### src/rtl/countdown_ctrl.sv
// Sequencing controller for a resetless 4-bit down counter: initialises it, loads a
// start value, paces decrements with a prescaler and pulses done when it reaches zero.
module countdown_ctrl #(
  parameter int TICK_DIV = 4
) (
  input  logic       clk,
  input  logic       rst,
  input  logic       start,
  input  logic [3:0] load_val,
  input  logic       abort,
  input  logic       zero,
  output logic [3:0] cnt_in,
  output logic       latch,
  output logic       dec,
  output logic       busy,
  output logic       done
);

  localparam int PW = (TICK_DIV > 1) ? $clog2(TICK_DIV) : 1;
  localparam logic [PW-1:0] PRESC_MAX = PW'(TICK_DIV - 1);

  typedef enum logic [2:0] {
    S_INIT,
    S_IDLE,
    S_LOAD,
    S_ARM,
    S_RUN,
    S_DONE
  } state_t;

  state_t         state_reg, state_next;
  logic [3:0]     val_reg, val_next;
  logic [PW-1:0]  presc_reg, presc_next;

  always_ff @(posedge clk) begin
    if (rst) begin
      state_reg <= S_INIT;
      val_reg   <= '0;
      presc_reg <= '0;
    end else begin
      state_reg <= state_next;
      val_reg   <= val_next;
      presc_reg <= presc_next;
    end
  end

  always_comb begin
    state_next = state_reg;
    val_next   = val_reg;
    presc_next = presc_reg;
    cnt_in     = val_reg;
    latch      = 1'b0;
    dec        = 1'b0;
    busy       = 1'b1;
    done       = 1'b0;

    case (state_reg)
      S_INIT: begin
        // Counter has no reset of its own, so force it to zero here.
        latch      = 1'b1;
        cnt_in     = 4'd0;
        state_next = S_IDLE;
      end
      S_IDLE: begin
        busy = 1'b0;
        if (start) begin
          val_next   = load_val;
          state_next = S_LOAD;
        end
      end
      S_LOAD: begin
        latch      = 1'b1;
        state_next = abort ? S_INIT : S_ARM;
      end
      S_ARM: begin
        if (abort) begin
          state_next = S_INIT;
        end else if (zero) begin
          state_next = S_DONE;
        end else begin
          state_next = S_RUN;
          presc_next = '0;
        end
      end
      S_RUN: begin
        presc_next = (presc_reg == PRESC_MAX) ? '0 : presc_reg + PW'(1);
        dec        = (presc_reg == PRESC_MAX) && !zero;
        if (abort) begin
          state_next = S_INIT;
        end else if (zero) begin
          state_next = S_DONE;
        end
      end
      S_DONE: begin
        done       = 1'b1;
        state_next = S_IDLE;
      end
      default: begin
        state_next = S_INIT;
      end
    endcase
  end

endmodule

### config.mk
export PLATFORM = sky130hd
export DESIGN_NAME = countdown_ctrl
export DESIGN_NICKNAME = d
export VERILOG_FILES = /design/src/rtl/countdown_ctrl.sv
export SDC_FILE = /design/constraint.sdc
export NUM_CORES = 1
export LEC_CHECK = 0
export BUFFER_PORTS_ARGS = -buffer_cell sky130_fd_sc_hd__buf_2
export CAP_MARGIN = 10
export CORE_AREA = 5 5 42 44
export CTS_CLUSTER_DIAMETER = 100
export DETAILED_ROUTE_END_ITERATION = 6
export DIE_AREA = 0 0 47 49
export PLACE_DENSITY = 0.65
export RECOVER_POWER = 50
export SYNTH_ARGS = -nofsm -noshare
export SYNTH_HDL_FRONTEND = slang
export SYNTH_SLANG_ARGS = --single-unit
### constraint.sdc
create_clock -name clk -period 1.8 [get_ports clk]
set_input_delay 0.27 -clock clk [delete_from_list [all_inputs] [get_ports clk]]
set_output_delay 0.27 -clock clk [all_outputs]
set_load 0.03 [all_outputs]
==> flow_summary.json, run 1 <==
{
  "regToRegSetupSlack_ns": 0.38,
  "synthCells": 54,
  "antenna_cells": 0,
  "synth_fa_ha_area_share_pct": 2.55,
  "clkLatencyLatePin_ns": 0.25,
  "num_rows": 14,
  "synth_edf_count": 0,
  "initialDrtViolationCount": 1,
  "peakVddDrop_mv": 0.437,
  "grt_pass1_vias": 351,
  "clkTransAtPathRegs_ns": 0.06,
  "synth_area_per_cell_um2": 9.08,
  "synth-compound-area-share_pct": 14.3,
  "holdPathEnd": "state_reg[2]$_SDFFE_PP0P_",
  "powerDensity_nw_per_um2": 764,
  "core_um2": 1400,
  "utilization_pct": 41.3,
  "dp_hpwl_um": 750,
  "synth_top_family_by_area": "simple AND/OR/NAND/NOR gates",
  "required_ns": 1.53,
  "place.gp.congestion": 0.682,
  "drc": 0,
  "die_h_um": 49,
  "synth_area_leader_cell": "dfxtp_1",
  "setup_tns_ns": 0,
  "grt_max_degree": 11,
  "vias": 423,
  "synth-xor-area-share_pct": 0,
  "finalSetupViolations": 0,
  "reg2reg_depth": 4,
  "max-slew-margin-rel_pct": 68.8,
  "htree_levels": 1,
  "ant_nets": 0,
  "cts_hold_buf": 0,
  "synth_area_um2": 490,
  "whs_path_depth": 2,
  "async_flop_share_pct": 0,
  "largest_register_ffs": 4,
  "cts_num_sinks": 9,
  "die_w_um": 47,
  "end_kind": "primary output",
  "clock.fmax_mhz": 611,
  "final_net_count": 82,
  "ctsRootBufferMaster": "clkbuf_4",
  "dr.pass1.iters": 2,
  "start_kind": "flop",
  "synth_nets": 64,
  "reg2reg_from": "state_reg[0]$_SDFFE_PP0P_",
  "syn2layout_area_growth_pct": 18.1,
  "ys.flop_type": "dfxtp_1",
  "p_int_w": 0.000323,
  "min_period_over_period_pct": 91.0,
  "final_max_slew_viol_count": 0,
  "synth_mux_area_share_pct": 8.16,
  "cap_viol_max_count": 0,
  "yosys-top-cells-area": "dfxtp_1, mux2i_1, nor2b_1",
  "ys_seq_area_share_pct": 36.7,
  "worstHoldPathType": "in -> reg",
  "grt_overflow": 0,
  "fin_hold_ws_ns": 0.250,
  "fin_crit_ns": 1.64,
  "crit_path_max_fanout": 10,
  "via_per_inst": 4.86,
  "grt_pass1_wl_mm": 1.51,
  "initial_core_util_pct": 35.0,
  "netSwitchingFraction_pct": 27.0,
  "numCtsBuffers": 3,
  "r2r-end": "val_reg[2]$_SDFFE_PP0P_",
  "clock_path_buffers": 2,
  "grtUsageTotal_pct": 8.69,
  "ys_types": 26,
  "design.die.area_um2": 2300,
  "synthSimpleGateAreaFrac_pct": 28.1,
  "wirelength_um": 977,
  "post_drt_wl_per_cell_um": 11.2,
  "power.share.clock_pct": 33.7,
  "synth-seq-cells": 9,
  "skew_ns": 0.00514,
  "power_frac_seq_pct": 49.3,
  "p_sw_w": 0.000120,
  "yosysTopAreaCellShare_pct": 36.7,
  "io_pins": 17,
  "rsz0062_at_grt": "no",
  "tightest_slew_ns": 0.465,
  "finalHoldViolCount": 0,
  "power_w": 0.000443,
  "cts_tree": "done",
  "status": "complete, no violations",
  "crit_arrival_ns": 1.37,
  "port_buffers": 16,
  "worstHoldStart": "abort",
  "timing_worst_setup_path_type": "reg -> out",
  "yosys_warnings": 0,
  "cts-resized-gates": 0,
  "p_leak_nw": 0.260,
  "drive_gt1_share_pct": 26.8,
  "post_cts_buffers": 0,
  "combPwrFrac_pct": 17.0,
  "grt_antenna_before_repair": 0,
  "n_fill_cell": 154
}
placed cells by master, fill, tap and decap left out:
cell,netlist,final
nand2_1,1,1
a211oi_1,0,1
nor3_1,4,4
and3b_1,1,1
inv_1,3,3
a22o_1,1,1
clkbuf_1,0,4
nor3b_2,1,1
and3_1,1,1
nor4bb_1,1,1
a32o_1,1,1
a31oi_1,1,1
nor3b_1,2,2
nor2b_1,5,5
a21oi_1,2,2
ha_1,1,1
clkbuf_4,0,3
o21ai_0,1,1
dfxtp_1,9,9
buf_2,1,15
and2b_1,1,1
o311ai_0,1,1
o2bb2ai_1,1,1
mux2i_1,4,4
nor2_1,6,6
routing by layer:
layer	up-vias	global-route usage, %	part of all wire [%]
met5	-	0	0
met1	192	12.2	47
met4	0	2.76	0
li1	223	-	-
met2	8	12.0	46
met3	0	3.32	6.9
worst max path at each step:
stage | from | end | slack, ns
floorplan | state_reg[0]$_SDFFE_PP0P_ | dec | 0.43
detailed placement | state_reg[2]$_SDFFE_PP0P_ | dec | 0.44
global route | state_reg[2]$_SDFFE_PP0P_ | cnt_in[2] | 0.07
global placement | state_reg[2]$_SDFFE_PP0P_ | cnt_in[1] | 0.48
CTS | state_reg[2]$_SDFFE_PP0P_ | cnt_in[3] | 0.16
finish | state_reg[2]$_SDFFE_PP0P_ | cnt_in[3] | 0.16
critical path, cell delays in order (launching register included):
cell and delay [ns]:
dfxtp_1 0.39, nor3_1 0.45, nor2b_1 0.09, buf_2 0.19
metrics by stage:
step / instances / area [um2] / setup WS (ns)
floorplan: 54 / 490 / 0.433
global placement: 83 / 567 / 0.478
detailed placement: 83 / 567 / 0.440
CTS: 87 / 593 / 0.159
global route: 87 / 579 / 0.0711
finish: 87 / 579 / 0.162
cells in the mapped netlist (2+ instances only):
master   count
nor3_1       4
mux2i_1      4
inv_1        3
buf_6        2
nor3b_1      2
a21oi_1      2
dfxtp_1      9
nor2_1       6
nor2b_1      5
logic make-up after synthesis:
| kind of cell | Yosys count |
|---|---|
| multiplexers | 4 |
| adder cells (fa/ha/maj) | 1 |
| AO/OA/AOI/OAI | 9 |
| buffers and inverters | 8 |
| flip-flops | 9 |
| AND/OR/NAND/NOR | 23 |
power by group through the flow:
| stage | clock network, W | registers, W | logic (W) |
|---|---|---|---|
| 6_report | 0.000149 | 0.000218 | 0.0000751 |
| 3_3_place_gp | 0 | 0.000222 | 0.0000783 |
| 3_5_place_dp | 0 | 0.000223 | 0.0000788 |
| 2_1_floorplan | 0 | 0.000214 | 0.0000655 |
| 5_1_grt | 0.000170 | 0.000219 | 0.0000832 |
| 4_1_cts | 0.000157 | 0.000218 | 0.0000791 |
area by class of cell:
type / instances / area [um2] / area share [%]
Clock buffer: 4 / 26.3 / 4.54
Inverter: 3 / 11.3 / 1.94
Timing Repair Buffer: 18 / 86.3 / 14.9
Sequential cell: 9 / 180 / 31.1
Multi-Input combinational cell: 37 / 255 / 44.1
Tap cell: 16 / 20.0 / 3.46
Power figures use the tool's default switching activity.
==> run 2: changes to the inputs <==
==> constraint.sdc (replaced) <==
create_clock -name clk -period 2.03 [get_ports clk]
set_input_delay 0.3045 -clock clk [delete_from_list [all_inputs] [get_ports clk]]
set_output_delay 0.3045 -clock clk [all_outputs]
set_load 0.03 [all_outputs]
==> flow_summary.json, run 2 (synthesized netlist as in run 1, its figures left out) <==
{
  "status": "complete, no violations",
  "clock.fmax_mhz": 567,
  "setup_tns_ns": 0,
  "clock_path_buffers": 2,
  "htree_levels": 1,
  "core_um2": 1400,
  "drc": 0,
  "critPathSlowestCell": "dfxtp_1",
  "dp_hpwl_um": 746,
  "grt_pass1_wl_mm": 1.57,
  "design_area_um2": 576,
  "final_common_cell": "buf_2",
  "cts_num_sinks": 9,
  "grtUsageTotal_pct": 9.32,
  "crit_chain": "nor3b_2 > and3b_1 > buf_2",
  "largest_register_ffs": 4,
  "p_leak_nw": 0.259,
  "place_inst": 82,
  "post_cts_buffers": 0,
  "powerDensity_nw_per_um2": 681,
  "place.gp.congestion": 0.689,
  "grt_max_degree": 11,
  "fin_crit_ns": 1.76,
  "cts_tree": "done",
  "required_ns": 1.73,
  "grt_overflow": 0,
  "crit_path_max_fanout": 10,
  "rsz0062_at_grt": "no",
  "end_kind": "primary output",
  "die_w_um": 47,
  "grt_pass1_vias": 362,
  "numCtsBuffers": 3,
  "max-slew-margin-rel_pct": 69.6,
  "syn2layout_area_growth_pct": 17.3,
  "timing_worst_setup_path_type": "reg -> out",
  "dr_wl_met3_um": 58,
  "ctsRootBufferMaster": "clkbuf_4",
  "port_buffers": 16,
  "peakVddDrop_mv": 0.352,
  "dr.pass1.iters": 4,
  "tightest_slew_ns": 0.452,
  "initialDrtViolationCount": 3,
  "crit_arrival_ns": 1.46,
  "via_per_inst": 4.88,
  "io_pins": 17,
  "cpLargestDelayFamily": "simple AND/OR/NAND/NOR gates",
  "finalHoldViolCount": 0,
  "antenna_cells": 0,
  "cp.buffers_inverters": 1,
  "finalSetupViolations": 0,
  "setup_ws_ns": 0.268,
  "final_cells": 86,
  "die_h_um": 49,
  "dp_slack_ns": 0.520,
  "final_net_count": 81,
  "start_kind": "flop",
  "vias": 420,
  "grt_antenna_before_repair": 0,
  "clkLatencyLatePin_ns": 0.25,
  "wl_met1_um": 483,
  "num_rows": 14,
  "cts-resized-gates": 0,
  "skew_ns": 0.00217,
  "placed_cell_area_um2": 559,
  "clkTransAtPathRegs_ns": 0.06,
  "final_cell_mix": "buf_2, dfxtp_1, nor2_1",
  "design.die.area_um2": 2300,
  "final_max_slew_viol_count": 0,
  "routed.top_layer": "met4",
  "drive_gt1_share_pct": 27.1,
  "min_period_over_period_pct": 86.8,
  "dr_wl_met2_um": 421,
  "cts_hold_buf": 0,
  "ant_nets": 0,
  "initial_core_util_pct": 35.0,
  "post_drt_wl_per_cell_um": 11.2,
  "cap_viol_max_count": 0,
  "cp_slowest_stage_delay_ns": 0.47,
  "worstHoldPathType": "in -> reg",
  "wirelength_um": 966
}
==> run 2: changes by cell type in the layout (fill, tap and decap cells not counted), sizes merged <==
cell / previous run / this run
clkbuf: 7 / 6
==> run 2: stage by stage <==
step | total power, W | util (%) | hold slack, ns
global route | 0.000425 | 41.1 | 0.286
detailed placement | 0.000267 | 39.9 | 0.473
floorplan | 0.000248 | - | 0.384
global placement | 0.000267 | 39.9 | 0.470
CTS | 0.000404 | 41.8 | 0.279
finish | 0.000392 | 41.1 | 0.286
==> run 2: layout make-up <==
cell class	instances	area, um2
clock buffers	4	26.3
repair buffers	17	82.6
fillers	162	826
multi-input cells	37	255
well taps	16	20.0
flip-flops and latches	9	180
inverters	3	11.3
==> run 2: per-layer routing <==
metal,up-vias,global-route usage (%)
met5,-,0
met4,0,5.53
met2,8,10.9
met3,2,3.69
met1,187,13.7
li1,223,-
==> run 2: where the power goes <==
| group | internal (W) | switching, W | total (W) |
|---|---|---|---|
| clock network | 0.0000753 | 0.0000561 | 0.000131 |
| logic | 0.0000268 | 0.0000401 | 0.0000668 |
| registers | 0.000184 | 0.00000914 | 0.000193 |
| total | 0.000286 | 0.000105 | 0.000392 |
==> run 2: worst paths after layout <==
path                                                start                         to  slack [ns]  cells past startpoint
worst max register to register  state_reg[0]$_SDFFE_PP0P_    val_reg[1]$_SDFFE_PP0P_        0.63                      4
worst min-delay path                          load_val[0]    val_reg[0]$_SDFFE_PP0P_        0.29                      3
worst max-delay path            state_reg[2]$_SDFFE_PP0P_                        dec        0.27                      3
worst min register to register  presc_reg[1]$_SDFFE_PP0P_  presc_reg[1]$_SDFFE_PP0P_        0.48                      1
==> run 2: worst min-delay path, delay by kind of cell <==
| family | cells | cell delay, ns |
|---|---|---|
| multiplexers | 1 | 0.05 |
| buffers and inverters | 1 | 0.07 |
| AND/OR/NAND/NOR | 1 | 0.07 |
